===== src/rtl/color_pkg.sv =====
// rtl/color_pkg.sv - shared types and reset palette for the colour mapper pipeline
package color_pkg;

    typedef struct packed {
        logic [7:0] r;
        logic [7:0] g;
        logic [7:0] b;
    } rgb_t;

    typedef enum logic [1:0] {
        IDLE = 2'd0,
        ON   = 2'd1,
        OFF  = 2'd2
    } flash_state_t;

    localparam rgb_t PAL_BLACK = 24'h000000;
    localparam rgb_t PAL_GRAY  = 24'h808080;
    localparam rgb_t PAL_WHITE = 24'hFFFFFF;
    localparam rgb_t PAL_BG    = 24'h3F007F;

    // The last entry is always the background, even when it aliases a low index.
    function automatic rgb_t pal_reset_entry(input int idx, input int num_colors);
        rgb_t val;
        val = PAL_BLACK;
        if (idx == num_colors - 1) val = PAL_BG;
        else if (idx == 1)         val = PAL_GRAY;
        else if (idx == 2)         val = PAL_WHITE;
        return val;
    endfunction

endpackage


===== src/rtl/line_flash_fsm.sv =====
// rtl/line_flash_fsm.sv - frame-counted line-clear flash sequencer with latched row window
module line_flash_fsm
    import color_pkg::*;
#(
    parameter int FLASH_FRAMES = 8,
    parameter int FLASH_BLINKS = 3
) (
    input  logic       clk_i,
    input  logic       rst_i,
    input  logic       frame_start_i,
    input  logic       flash_req_i,
    input  logic [9:0] flash_y_lo_i,
    input  logic [9:0] flash_y_hi_i,
    output logic       flash_busy_o,
    output logic       flash_on_o,
    output logic [9:0] y_lo_o,
    output logic [9:0] y_hi_o
);

    localparam int FW = $clog2(FLASH_FRAMES) + 1;
    localparam int BW = $clog2(FLASH_BLINKS) + 1;

    flash_state_t  state_q, state_d;
    logic [FW-1:0] frame_q, frame_d;
    logic [BW-1:0] blink_q, blink_d;
    logic [9:0]    lo_q, lo_d, hi_q, hi_d;
    logic          phase_end;

    assign phase_end = frame_start_i && (frame_q == FW'(FLASH_FRAMES - 1));

    always_ff @(posedge clk_i or posedge rst_i) begin
        if (rst_i) begin
            state_q <= IDLE;
            frame_q <= '0;
            blink_q <= '0;
            lo_q    <= '0;
            hi_q    <= '0;
        end else begin
            state_q <= state_d;
            frame_q <= frame_d;
            blink_q <= blink_d;
            lo_q    <= lo_d;
            hi_q    <= hi_d;
        end
    end

    always_comb begin
        state_d = state_q;
        frame_d = frame_q;
        blink_d = blink_q;
        lo_d    = lo_q;
        hi_d    = hi_q;
        case (state_q)
            IDLE: begin
                // A frame_start arriving with the request is not part of the first phase.
                if (flash_req_i) begin
                    lo_d    = flash_y_lo_i;
                    hi_d    = flash_y_hi_i;
                    frame_d = '0;
                    blink_d = '0;
                    state_d = ON;
                end
            end
            ON: begin
                if (phase_end) begin
                    frame_d = '0;
                    blink_d = blink_q + BW'(1);
                    state_d = (blink_q + BW'(1) == BW'(FLASH_BLINKS)) ? IDLE : OFF;
                end else if (frame_start_i) begin
                    frame_d = frame_q + FW'(1);
                end
            end
            OFF: begin
                if (phase_end) begin
                    frame_d = '0;
                    state_d = ON;
                end else if (frame_start_i) begin
                    frame_d = frame_q + FW'(1);
                end
            end
            default: state_d = IDLE;
        endcase
    end

    assign flash_busy_o = (state_q != IDLE);
    assign flash_on_o   = (state_q == ON);
    assign y_lo_o       = lo_q;
    assign y_hi_o       = hi_q;

endmodule


===== src/rtl/color_mapper_pipe.sv =====
// rtl/color_mapper_pipe.sv - 2-stage layer-priority palette mapper with line flash
// Optional GRADIENT_BG_EN: background blue ramps with DrawY, saturating at FF.
module color_mapper_pipe
    import color_pkg::*;
#(
    parameter int NUM_LAYERS   = 4,
    parameter int IDX_W        = 3,
    parameter int FLASH_FRAMES = 8,
    parameter int FLASH_BLINKS = 3
) (
    input  logic                        Clk,
    input  logic                        Reset,
    input  logic                        pix_valid,
    input  logic [9:0]                  DrawX,
    input  logic [9:0]                  DrawY,
    input  logic                        startscreen,
    input  logic                        is_start,
    input  logic [NUM_LAYERS-1:0]       layer_hit,
    input  logic [NUM_LAYERS*IDX_W-1:0] layer_idx,
    input  logic                        frame_start,
    input  logic                        flash_req,
    input  logic [9:0]                  flash_y_lo,
    input  logic [9:0]                  flash_y_hi,
    input  logic                        pal_we,
    input  logic [IDX_W-1:0]            pal_addr,
    input  logic [23:0]                 pal_data,
    output logic [7:0]                  VGA_R,
    output logic [7:0]                  VGA_G,
    output logic [7:0]                  VGA_B,
    output logic                        pix_valid_out,
    output logic                        flash_busy
);

    localparam int               NUM_COLORS = 2 ** IDX_W;
    localparam logic [IDX_W-1:0] BG_IDX     = IDX_W'(NUM_COLORS - 1);

    logic [IDX_W-1:0] idx1_q, idx1_d;
    logic             bg1_q, bg1_d;
    logic             ss1_q;
    logic [9:0]       y1_q;
    logic             valid1_q;
    rgb_t             rgb2_q, rgb2_d;
    logic             valid2_q;
    rgb_t             pal_q [NUM_COLORS];
    logic             flash_on;
    logic [9:0]       y_lo, y_hi;
    logic             unused_drawx;

    assign unused_drawx = ^DrawX;

    line_flash_fsm #(
        .FLASH_FRAMES(FLASH_FRAMES),
        .FLASH_BLINKS(FLASH_BLINKS)
    ) u_flash (
        .clk_i        (Clk),
        .rst_i        (Reset),
        .frame_start_i(frame_start),
        .flash_req_i  (flash_req),
        .flash_y_lo_i (flash_y_lo),
        .flash_y_hi_i (flash_y_hi),
        .flash_busy_o (flash_busy),
        .flash_on_o   (flash_on),
        .y_lo_o       (y_lo),
        .y_hi_o       (y_hi)
    );

    // Scanning from the top layer down lets the lowest-numbered hit win.
    always_comb begin
        idx1_d = BG_IDX;
        bg1_d  = 1'b1;
        if (startscreen) begin
            if (is_start) begin
                idx1_d = '0;
                bg1_d  = 1'b0;
            end
        end else begin
            for (int k = NUM_LAYERS - 1; k >= 0; k--) begin
                if (layer_hit[k]) begin
                    idx1_d = layer_idx[k*IDX_W +: IDX_W];
                    bg1_d  = 1'b0;
                end
            end
        end
    end

    always_ff @(posedge Clk or posedge Reset) begin
        if (Reset) begin
            idx1_q   <= '0;
            bg1_q    <= 1'b0;
            ss1_q    <= 1'b0;
            y1_q     <= '0;
            valid1_q <= 1'b0;
        end else begin
            idx1_q   <= idx1_d;
            bg1_q    <= bg1_d;
            ss1_q    <= startscreen;
            y1_q     <= DrawY;
            valid1_q <= pix_valid;
        end
    end

    // Stage 2 samples the array before this edge's write lands, so a colliding lookup sees old data.
    always_ff @(posedge Clk or posedge Reset) begin
        if (Reset) begin
            for (int i = 0; i < NUM_COLORS; i++) pal_q[i] <= pal_reset_entry(i, NUM_COLORS);
        end else if (pal_we) begin
            pal_q[pal_addr] <= pal_data;
        end
    end

`ifdef GRADIENT_BG_EN
    logic [8:0] b_sum;
`endif

    always_comb begin
        rgb2_d = pal_q[idx1_q];
`ifdef GRADIENT_BG_EN
        b_sum = {1'b0, rgb2_d.b} + {1'b0, y1_q[9:2]};
        if (bg1_q) rgb2_d.b = b_sum[8] ? 8'hFF : b_sum[7:0];
`endif
        if (flash_on && !ss1_q && !bg1_q && (y1_q >= y_lo) && (y1_q <= y_hi)) rgb2_d = PAL_WHITE;
    end

    always_ff @(posedge Clk or posedge Reset) begin
        if (Reset) begin
            rgb2_q   <= PAL_BLACK;
            valid2_q <= 1'b0;
        end else begin
            rgb2_q   <= rgb2_d;
            valid2_q <= valid1_q;
        end
    end

    assign VGA_R         = rgb2_q.r;
    assign VGA_G         = rgb2_q.g;
    assign VGA_B         = rgb2_q.b;
    assign pix_valid_out = valid2_q;

endmodule


===== config.mk =====
export PLATFORM = sky130hd
export DESIGN_NAME = color_mapper_pipe
export DESIGN_NICKNAME = d
export VERILOG_FILES = /design/src/rtl/color_pkg.sv /design/src/rtl/line_flash_fsm.sv /design/src/rtl/color_mapper_pipe.sv
export SDC_FILE = /design/constraint.sdc
export NUM_CORES = 1
export LEC_CHECK = 0
export ABC_AREA = 1
export BUFFER_PORTS_ARGS = -buffer_cell sky130_fd_sc_hd__clkbuf_2
export CAP_MARGIN = 10
export CORE_AREA = 4 4 186 170
export CTS_BUF_LIST = sky130_fd_sc_hd__clkbuf_8
export DETAILED_ROUTE_END_ITERATION = 6
export DIE_AREA = 0 0 190 174
export PLACE_DENSITY = 0.56
export SLEW_MARGIN = 20
export SYNTH_ARGS = -nofsm -noshare
export SYNTH_HDL_FRONTEND = slang
export SYNTH_SLANG_ARGS = --single-unit

===== constraint.sdc =====
create_clock -name Clk -period 10.34 [get_ports Clk]
set_clock_uncertainty 0.2 [all_clocks]
set_input_delay 0.517 -clock Clk [delete_from_list [all_inputs] [get_ports Clk]]
set_output_delay 0.517 -clock Clk [all_outputs]
set_load 0.02 [all_outputs]

==> results.md, run 1 <==
- Clock-pin slew of the registers on the worst-case setup and hold paths: 0.06 ns
- Critical Path, Cell by Cell: ha_1 -> nand2_1 -> nor2_1 -> nand4_1 -> nand2_1 -> nand3_2 -> nand2_1
- Share of layout cells above drive strength 1: 16.9%
- Io pins: 117
- Net count reported at finish: 1496
- Later-pin clock latency in the skew report: 0.56 ns
- Initial Util: 39.4%
- Buffer and inverter count on the worst path: 0
- Pin count of the biggest net entering global routing: 117
- Cell area after technology mapping: 0.0117 sq mm
- Synth Register Bits: 262
- Highest net fanout along the worst path: 24
- Post-Syn Instances: 1271
- Detail-routed net length per standard cell: 15.7 um
- Antenna Nets Post-Route: 0
- Hold Fails Final Rpt: 0
- Core ar.: 0.0297 sq mm
- Antenna fix cells: 0
- Worst slack on hold paths: 0.0249 ns
- DRC viols: 0
- DRC violation total after the first TritonRoute iteration: 547
- Post-CTS setup-driven buffer insertion count: 0
- FMAX: 0.386 GHz
- Number of buffers added on ports: 106
- Clock period minus final worst setup slack: 2.59 ns
- Height of the chip: 174 um
- Sequential-to-total area share from yosys stat: 56.6%
- Placed wire-length estimate: 15200 um
- Pre-CTS WS: 7.71 ns
- Worst slew pin tran: 1.06 ns
- Clock root cell: sky130_fd_sc_hd__clkbuf_8
- HP Class: input port to flop
- Number of sinks driven by the clock tree: 262
- Worst path slowest cell: sky130_fd_sc_hd__nand3_2
- Count of hold-fix buffers inserted at cts: 24
- Placed standard-cell area: 0.0124 sq mm
- Slowest cell delay on critical path: 0.65 ns
- Total congestion overflow: 0
- Uppermost routed layer: met4
- Unique cell type count in the Yosys netlist: 34
- Total wire length after detailed routing: 28600 um
- Met2 wirelength from detailed routing: 13700 um
- Number of antenna violations at the first check in global routing: 0
- Total nets after synthesis: 1390
- Overall fraction of global-route tracks in use: 17.4%
- Die extent in x: 190 um
- Relative slew margins: 29.1%
- Weighted congestion at the end of routability-driven global placement: 0.755
- Number of resized instances in the post-cts repair step: 0
- Crit Path Category: flop to flop
- DR pass1 iterations: 4
- Kind of end point of the critical path: flop
- Kind of cell adding the most delay to the critical path: simple AND/OR/NAND/NOR gates
- Final design instance area without fill: 0.0136 sq mm
- Data arrival time of the worst path: 2.84 ns
- CTS tree: done
- Total of endpoints with negative setup slack in the final report: 0
- Met3 Routed Length: 1130 um
- DRT met1 WL: 13200 um
- Setup TNS after final layout: 0 ns
- Result of the run: complete, no violations
- Warnings, synthesis: 0
- Final Cycle Share: 25.0%
- Crit path top cell by count: sky130_fd_sc_hd__nand2_1
- # Max-Cap Violations: 0
- First-pass GRT wire length: 47400 um
- Overall power after layout: 2.97 mW
- CTS H-tree lvls: 2
- Number of global-route vias before repair: 9220
- Post-synthesis area per instance: 9.18 sq um
- Die area: 0.0331 sq mm
- Maximum resistive drop on vdd: 81.6 uV
- Vias: 9078
- Fin worst setup slack: 7.75 ns
- Relative area change from synthesis to final layout: 16.1%
- Number of pins exceeding their max-slew limit in the final report: 0
- Element type at the critical path start: flop
- P_leak: 6.60 nW
- Standard-cell rows: 60
- Power per cell area: 219 mW/mm^2
- Unrepaired setup endpoints after global routing: no
- Data required, critical path: 10.59 ns
- Mean number of vias per cell: 4.99
- Number of buffers added by the clock tree synthesis step: 47
- Number of buffers between clock root and the deepest sink: 3
-- cell usage in the layout, fill, tap and decap left out, types with 2 or more instances in the layout --
cell                              n
sky130_fd_sc_hd__nand2_1        262
sky130_fd_sc_hd__dfrtp_2          2
sky130_fd_sc_hd__buf_4            8
sky130_fd_sc_hd__nand2_2          5
sky130_fd_sc_hd__a21oi_1         50
sky130_fd_sc_hd__nor2_1         146
sky130_fd_sc_hd__o21ai_1         81
sky130_fd_sc_hd__nor2_2           3
sky130_fd_sc_hd__or2_2            2
sky130_fd_sc_hd__mux2_2           2
sky130_fd_sc_hd__o21ai_0        148
sky130_fd_sc_hd__nand4_1          2
sky130_fd_sc_hd__clkbuf_8        53
sky130_fd_sc_hd__ha_1            28
sky130_fd_sc_hd__dfstp_2         40
sky130_fd_sc_hd__a21o_1           3
sky130_fd_sc_hd__inv_2            2
sky130_fd_sc_hd__inv_1           95
sky130_fd_sc_hd__clkinv_2         4
sky130_fd_sc_hd__clkinvlp_4       3
sky130_fd_sc_hd__clkbuf_2       106
sky130_fd_sc_hd__o221ai_1        50
sky130_fd_sc_hd__xor2_1           2
sky130_fd_sc_hd__dfrtp_1        220
sky130_fd_sc_hd__nand3_1          8
sky130_fd_sc_hd__bufinv_16        2
sky130_fd_sc_hd__dlygate4sd3_1   24
sky130_fd_sc_hd__o21bai_1        48
sky130_fd_sc_hd__o22ai_1          3
sky130_fd_sc_hd__o31ai_1          2
-- Yosys cell counts --
cell	instances	share of area [%]
sky130_fd_sc_hd__o21ai_1	81	3.5
sky130_fd_sc_hd__inv_4	1	0.054
sky130_fd_sc_hd__o211ai_1	1	0.064
sky130_fd_sc_hd__nor2_1	146	4.7
sky130_fd_sc_hd__buf_6	8	0.77
sky130_fd_sc_hd__buf_1	1	0.032
sky130_fd_sc_hd__nand3_1	9	0.39
sky130_fd_sc_hd__nor2_2	3	0.16
sky130_fd_sc_hd__nand4_1	2	0.11
sky130_fd_sc_hd__dfstp_2	40	9.0
sky130_fd_sc_hd__nor3_2	1	0.086
sky130_fd_sc_hd__inv_2	2	0.064
sky130_fd_sc_hd__xor2_1	2	0.15
sky130_fd_sc_hd__xnor2_1	1	0.075
sky130_fd_sc_hd__clkbuf_2	1	0.043
sky130_fd_sc_hd__buf_2	37	1.6
sky130_fd_sc_hd__a21o_1	3	0.19
sky130_fd_sc_hd__o31ai_1	2	0.13
sky130_fd_sc_hd__or2_2	2	0.11
sky130_fd_sc_hd__buf_4	9	0.58
sky130_fd_sc_hd__o21ai_0	148	6.3
sky130_fd_sc_hd__nor3_1	1	0.043
sky130_fd_sc_hd__o221ai_1	50	3.8
sky130_fd_sc_hd__inv_1	71	2.3
sky130_fd_sc_hd__dfrtp_1	222	48
sky130_fd_sc_hd__ha_1	28	3.0
sky130_fd_sc_hd__o41ai_1	1	0.075
sky130_fd_sc_hd__nand3_2	1	0.086
sky130_fd_sc_hd__nand2_1	268	8.6
sky130_fd_sc_hd__o22ai_1	3	0.16
sky130_fd_sc_hd__clkbuf_1	26	0.84
sky130_fd_sc_hd__a21oi_1	50	2.1
sky130_fd_sc_hd__mux2_2	2	0.19
sky130_fd_sc_hd__o21bai_1	48	3.1
-- through the flow --
| stage | util, % | instances |
|---|---|---|
| after global placement | 41.7 | 1706 |
| after global routing | 45.7 | 1818 |
| after CTS | 45.6 | 1817 |
| after detailed placement | 41.7 | 1706 |
| final | 45.7 | 1818 |
| after floorplan | - | 1271 |
-- registers in the layout, indices dropped and copies added, names as in the netlist, 2 cells and up --
name and flops:
pal_q 192, u_flash.y_hi_o 10, u_flash.y_lo_o 10, y1_q 10, VGA_B 8, VGA_G 8, VGA_R 8, u_flash.frame_q 4
idx1_q 3, u_flash.blink_q 3, u_flash.state_q 2
-- metal layers --
metal | vias up | GRT usage, %
met5 | - | 0
met4 | 0 | 4.88
met3 | 53 | 2.87
met2 | 175 | 29.3
met1 | 4371 | 23.4
li1 | 4479 | -
-- worst register-to-register path: cells and delay by family, from the launching register on --
family                     cells  cell delay (ns)
and+or+nand+nor                6             1.59
adders and majority gates      1             0.30
DFF                            1             0.39
-- logic make-up (layout without fill, tap and decap cells) --
| group | after synthesis | after routing | synth area share, % |
|---|---|---|---|
| AND/OR/NAND/NOR | 433 | 433 | 14.3 |
| XOR/XNOR | 3 | 3 | 0.225 |
| buffers and inverters | 156 | 300 | 6.25 |
| flip-flops | 262 | 262 | 56.6 |
| multiplexers | 2 | 2 | 0.193 |
| adder cells (fa/ha/maj) | 28 | 28 | 3.00 |
| AO/OA/AOI/OAI | 387 | 387 | 19.4 |
-- layout make-up --
class                      count  area, sq um
fill                        2927        16100
sequential                   262         6610
multi-input combinational    853         4370
timing repair buffer         139          851
clock buffer                  53          729
tap                          403          504
inverter                      74          288
clock inverter                34          196
-- report_power, final --
part           leakage [nW]  total [mW]  switching (mW)  internal [mW]
Combinational          2.90       0.647           0.399          0.248
Sequential             3.14        1.37           0.102           1.27
Clock                 0.559       0.949           0.430          0.519
-- path summary, 6_finish.rpt --
kind / from / to / slack (ns) / depth (start not counted)
worst min register to register: valid1_q / pix_valid_out / 0.15 / 0
max in group asynchronous: Reset / VGA_G[6] / 8.01 / 4
worst max-delay path: y1_q[9] / VGA_G[7] / 7.75 / 7
worst max register to register: y1_q[9] / VGA_G[7] / 7.75 / 7
worst min-delay path: flash_y_hi[6] / u_flash.y_hi_o[6] / 0.02 / 3
min in group asynchronous: Reset / u_flash.frame_q[2] / 0.46 / 3
Note: power is estimated with default switching activity, not from simulation.
==> run 2, diff against run 1 <==
- ABC_AREA: 1 -> 0
- CORE_AREA: 4 4 186 170 -> 4 4 187 171
- DIE_AREA: 0 0 190 174 -> 0 0 191 175
- PLACE_DENSITY: 0.56 -> 0.58
- clock period: 10.34 -> 2.15 ns (I/O delays scaled with it)
==> run 2 against run 1 <==
First-iteration DRC count decreased by 61%. Clock power increased to 4.6 times the previous value. Via count decreased by 22%. Register-to-register slack got worse by 7.7 ns. Power increased to 5.1 times the previous value. Combinational power increased to 6.1 times the previous value. Count of clock-buffer cells in the layout increased by 4. Global-route usage decreased by 1.7 points. Die area increased by 1.1%. Setup slack got worse by 7.7 ns. Critical path depth unchanged. Critical path type unchanged.
==> results.md, run 2 <==
- Crit path top cell by count: sky130_fd_sc_hd__o21ai_1 (was sky130_fd_sc_hd__nand2_1)
- Slowest cell delay on critical path: 0.39 ns (was 0.65 ns)
- Die extent in x: 191 um (was 190 um)
- HP Class: input port to flop (unchanged)
- Highest net fanout along the worst path: 24 (unchanged)
- Placed wire-length estimate: 15200 um (about the same)
- Number of enable flip-flop cells after synthesis: 0 (unchanged)
- Cell internal power dissipation: 10.8 mW (was 2.04 mW)
- CTS H-tree lvls: 2 (unchanged)
- Io pins: 117 (unchanged)
- Number of global-route vias before repair: 7607 (was 9220)
- Data required, critical path: 2.37 ns (was 10.59 ns)
- Worst slew pin tran: 0.528 ns (was 1.06 ns)
- Kind of cell adding the most delay to the critical path: compound AO/OA/AOI/OAI gates (was simple AND/OR/NAND/NOR gates)
- Most common cell after layout, fill and taps aside: sky130_fd_sc_hd__dfrtp_1 (was sky130_fd_sc_hd__nand2_1)
- Uppermost routed layer: met4 (unchanged)
- Area occupied by multi-input gates: 0.00487 sq mm (was 0.00437 sq mm)
- Number of pins exceeding their max-slew limit in the final report: 0 (unchanged)
- Kind of end point of the critical path: flop (unchanged)
- DR pass1 iterations: 4 (unchanged)
- Number of buffers added on ports: 106 (unchanged)
- Synth Register Bits: 262 (unchanged)
- Cell area after technology mapping: 0.0118 sq mm (was 0.0117 sq mm)
- Psw: 4.44 mW (was 0.931 mW)
- DRC violation total after the first TritonRoute iteration: 216 (was 547)
- Hold Fails Final Rpt: 0 (unchanged)
- Pre-CTS WS: 0.0485 ns (was 7.71 ns)
- DRT met1 WL: 12200 um (was 13200 um)
- Height of the chip: 175 um (was 174 um)
- Worst path slowest cell: sky130_fd_sc_hd__dfrtp_1 (was sky130_fd_sc_hd__nand3_2)
- Result of the run: complete, no violations (unchanged)
- # Max-Cap Violations: 0 (unchanged)
- Commonest register cell after synthesis: sky130_fd_sc_hd__dfrtp_1 (unchanged)
- Initial Util: 39.7% (was 39.4%)
- Power per cell area: 1030 mW/mm^2 (was 219 mW/mm^2)
- Total nets after synthesis: 890 (was 1390)
- Clock period minus final worst setup slack: 2.07 ns (was 2.59 ns)
- Post-CTS setup-driven buffer insertion count: 0 (unchanged)
- Sequential-to-total area share from yosys stat: 55.9% (was 56.6%)
- Max reg flops: 192 (unchanged)
- Worst r2r path cells: 7 (unchanged)
- Worst R2R Start: y1_q[3] (was y1_q[9])
- Flip-flop and latch area: 0.00661 sq mm (about the same)
- Register ranked first by flip-flop count: pal_q (unchanged)
- CTS tree: done (unchanged)
- Die area: 0.0334 sq mm (was 0.0331 sq mm)
- Ranking of synthesized cells by instance count: sky130_fd_sc_hd__dfrtp_1 (222), sky130_fd_sc_hd__mux2_2 (204), sky130_fd_sc_hd__mux4_2 (48) (was sky130_fd_sc_hd__nand2_1 (268), sky130_fd_sc_hd__dfrtp_1 (222), sky130_fd_sc_hd__o21ai_0 (148))
- Antenna Nets Post-Route: 0 (unchanged)
- Post-Syn Instances: 771 (was 1271)
- Final design instance area without fill: 0.0148 sq mm (was 0.0136 sq mm)
- Portion of total power attributed to sequential cells: 45.2% (was 46.2%)
- Number of buffers between clock root and the deepest sink: 3 (unchanged)
- Unique cell type count in the Yosys netlist: 45 (was 34)
- Largest cells by area after synthesis: sky130_fd_sc_hd__dfrtp_1 (47%), sky130_fd_sc_hd__mux2_2 (19%), sky130_fd_sc_hd__mux4_2 (9.1%) (was sky130_fd_sc_hd__dfrtp_1 (48%), sky130_fd_sc_hd__dfstp_2 (9.0%), sky130_fd_sc_hd__nand2_1 (8.6%))
- Critical Path, Cell by Cell: ha_1 -> a211o_1 -> a21oi_1 -> o21ai_1 -> o21ai_2 -> buf_12 -> o21ai_1 (was ha_1 -> nand2_1 -> nor2_1 -> nand4_1 -> nand2_1 -> nand3_2 -> nand2_1)
- Total of endpoints with negative setup slack in the final report: 0 (unchanged)
- Placed standard-cell area: 0.0131 sq mm (was 0.0124 sq mm)
- Fin worst setup slack: 0.0809 ns (was 7.75 ns)
- Weighted congestion at the end of routability-driven global placement: 0.754 (was 0.755)
- Worst slack on hold paths: 0.0410 ns (was 0.0249 ns)
- Total congestion overflow: 0 (unchanged)
- Final Cycle Share: 96.2% (was 25.0%)
- FMAX: 0.483 GHz (was 0.386 GHz)
- Number of cells after detailed placement: 1268 (was 1706)
- Pin count of the biggest net entering global routing: 82 (was 117)
- Number of buffers added by the clock tree synthesis step: 45 (was 47)
- Buffer and inverter count on the worst path: 1 (was 0)
- Total wire length after detailed routing: 25700 um (was 28600 um)
- Number of sinks driven by the clock tree: 262 (unchanged)
- Later-pin clock latency in the skew report: 0.56 ns (about the same)
- Overall fraction of global-route tracks in use: 15.7% (was 17.4%)
- Net count reported at finish: 1111 (was 1496)
- Layout fillers: 2626 (was 2927)
- Standard-cell rows: 60 (unchanged)
- Setup TNS after final layout: 0 ns (unchanged)
- Share of layout cells above drive strength 1: 49.0% (was 16.9%)
- Top library cells by usage in the layout, fill and taps aside: sky130_fd_sc_hd__dfrtp_1 (220), sky130_fd_sc_hd__mux2_2 (204), sky130_fd_sc_hd__clkbuf_2 (106), sky130_fd_sc_hd__dlygate4sd3_1 (79), sky130_fd_sc_hd__clkbuf_8 (57) (was sky130_fd_sc_hd__nand2_1 (262), sky130_fd_sc_hd__dfrtp_1 (220), sky130_fd_sc_hd__o21ai_0 (148), sky130_fd_sc_hd__nor2_1 (146), sky130_fd_sc_hd__clkbuf_2 (106))
- First-pass GRT wire length: 41900 um (was 47400 um)
- Post-synthesis area per instance: 15.3 sq um (was 9.18 sq um)
- Data arrival time of the worst path: 2.29 ns (was 2.84 ns)
- Mean number of vias per cell: 4.94 (was 4.99)
- Dominant cell type by area after synthesis: sky130_fd_sc_hd__dfrtp_1 (unchanged)
- Maximum resistive drop on vdd: 475 uV (was 81.6 uV)
- Clock root cell: sky130_fd_sc_hd__clkbuf_8 (unchanged)
- Detail-routed net length per standard cell: 18.0 um (was 15.7 um)
- Warnings, synthesis: 0 (unchanged)
- Overall power after layout: 15.2 mW (was 2.97 mW)
- Part of the total power dissipated in the clock network: 28.9% (was 32.0%)
- Hold Path Cell Cnt: 2 (was 3)
- Final instance count without filler cells: 1431 (was 1818)
- Launch instance of the worst min-delay path: DrawY[9] (was flash_y_hi[6])
- Fraction of power spent switching nets: 29.1% (was 31.4%)
- Number of antenna violations at the first check in global routing: 1 (was 0)
- Area share of the largest cell type after synthesis: 47.0% (was 47.6%)
- Core ar.: 0.0298 sq mm (was 0.0297 sq mm)
- Vias: 7067 (was 9078)
- Met3 Routed Length: 1140 um (was 1130 um)
- Element type at the critical path start: flop (unchanged)
- Crit Path Category: flop to flop (unchanged)
- Leading cell type by number of instances after synthesis: sky130_fd_sc_hd__dfrtp_1 (was sky130_fd_sc_hd__nand2_1)
- Proportion of power drawn by combinational gates: 25.9% (was 21.8%)
- Relative slew margins: 64.7% (was 29.1%)
- Relative area change from synthesis to final layout: 25.3% (was 16.1%)
- DRC viols: 0 (unchanged)
- Met2 wirelength from detailed routing: 12100 um (was 13700 um)
- Worst reg2reg path endpoint: VGA_G[2] (was VGA_G[7])
- Slack of the worst reg-to-reg path: 0.08 ns (was 7.75 ns)
- Terminating pin of the worst hold path: y1_q[9] (was u_flash.y_hi_o[6])
- P_leak: 6.58 nW (was 6.60 nW)
- Async S/R FF share, synth: 100% (unchanged)
- Final Util: 49.7% (was 45.7%)
- Clock-pin slew of the registers on the worst-case setup and hold paths: 0.06 ns (about the same)
[run 2: worst max path at each step]
stage / from / endpoint / slack [ns] / depth (start not counted)
final: y1_q[3] / VGA_G[2] / 0.08 / 7
after global routing: y1_q[7] / VGA_R[4] / -0.005 / 6
after CTS: y1_q[7] / VGA_B[0] / 0.02 / 6
after detailed placement: y1_q[7] / VGA_B[0] / 0.05 / 6
after global placement: y1_q[3] / VGA_B[0] / 0.11 / 7
after floorplan: Reset / VGA_B[0] / -1.58 / 1
[run 2: repair_timing]
action / CTS / global route
hold buffers: 80 / 0
setup endpoints to repair: 0 / 7
resized for setup: 0 / 9
hold endpoints to repair: 485 / 0
[run 2: metal layers]
layer,global-route usage (%),vias to the layer above
met5,0,-
met4,3.47,0
met3,3.48,31
met2,24.4,124
met1,22.7,3617
li1,-,3295
[run 2: layout make-up]
| type | count | share of cell area, % |
|---|---|---|
| tap | 403 | 3.41 |
| multi-input combinational | 442 | 32.9 |
| antenna | 1 | 0.0169 |
| timing repair buffer | 214 | 12.3 |
| clock inverter | 25 | 0.752 |
| inverter | 27 | 0.710 |
| clock buffer | 57 | 5.30 |
| sequential | 262 | 44.7 |
[run 2: cell families (layout without fill, tap and decap cells)]
group                      count (synthesis)  in the layout  synth area share (%)
adders and majority gates                 28             28                  2.96
muxes                                    287            287                  31.6
xor gates and xnor gates                   1              1                0.0741
buffers and inverters                     67            323                  3.09
AOI/OAI and AO/OA                         68             68                  3.27
and+or+nand+nor                           58             58                  3.09
DFF                                      262            262                  55.9
other                                      0              1                     0
[run 2: worst reg2reg max path, stage by stage (launching register included)]
cell	delay, ns
sky130_fd_sc_hd__dfrtp_1	0.39
sky130_fd_sc_hd__ha_1	0.31
sky130_fd_sc_hd__a211o_1	0.29
sky130_fd_sc_hd__a21oi_1	0.12
sky130_fd_sc_hd__o21ai_1	0.12
sky130_fd_sc_hd__o21ai_2	0.17
sky130_fd_sc_hd__buf_12	0.22
sky130_fd_sc_hd__o21ai_1	0.11
[run 2: power groups by stage]
stage	clock, mW	combinational, mW	sequential, mW
finish	4.40	3.94	6.88
global route	4.83	4.40	7.03
CTS	4.59	4.00	6.88
detailed placement	0	3.87	6.95
global placement	0	3.79	6.94
floorplan	0	2.62	7.00
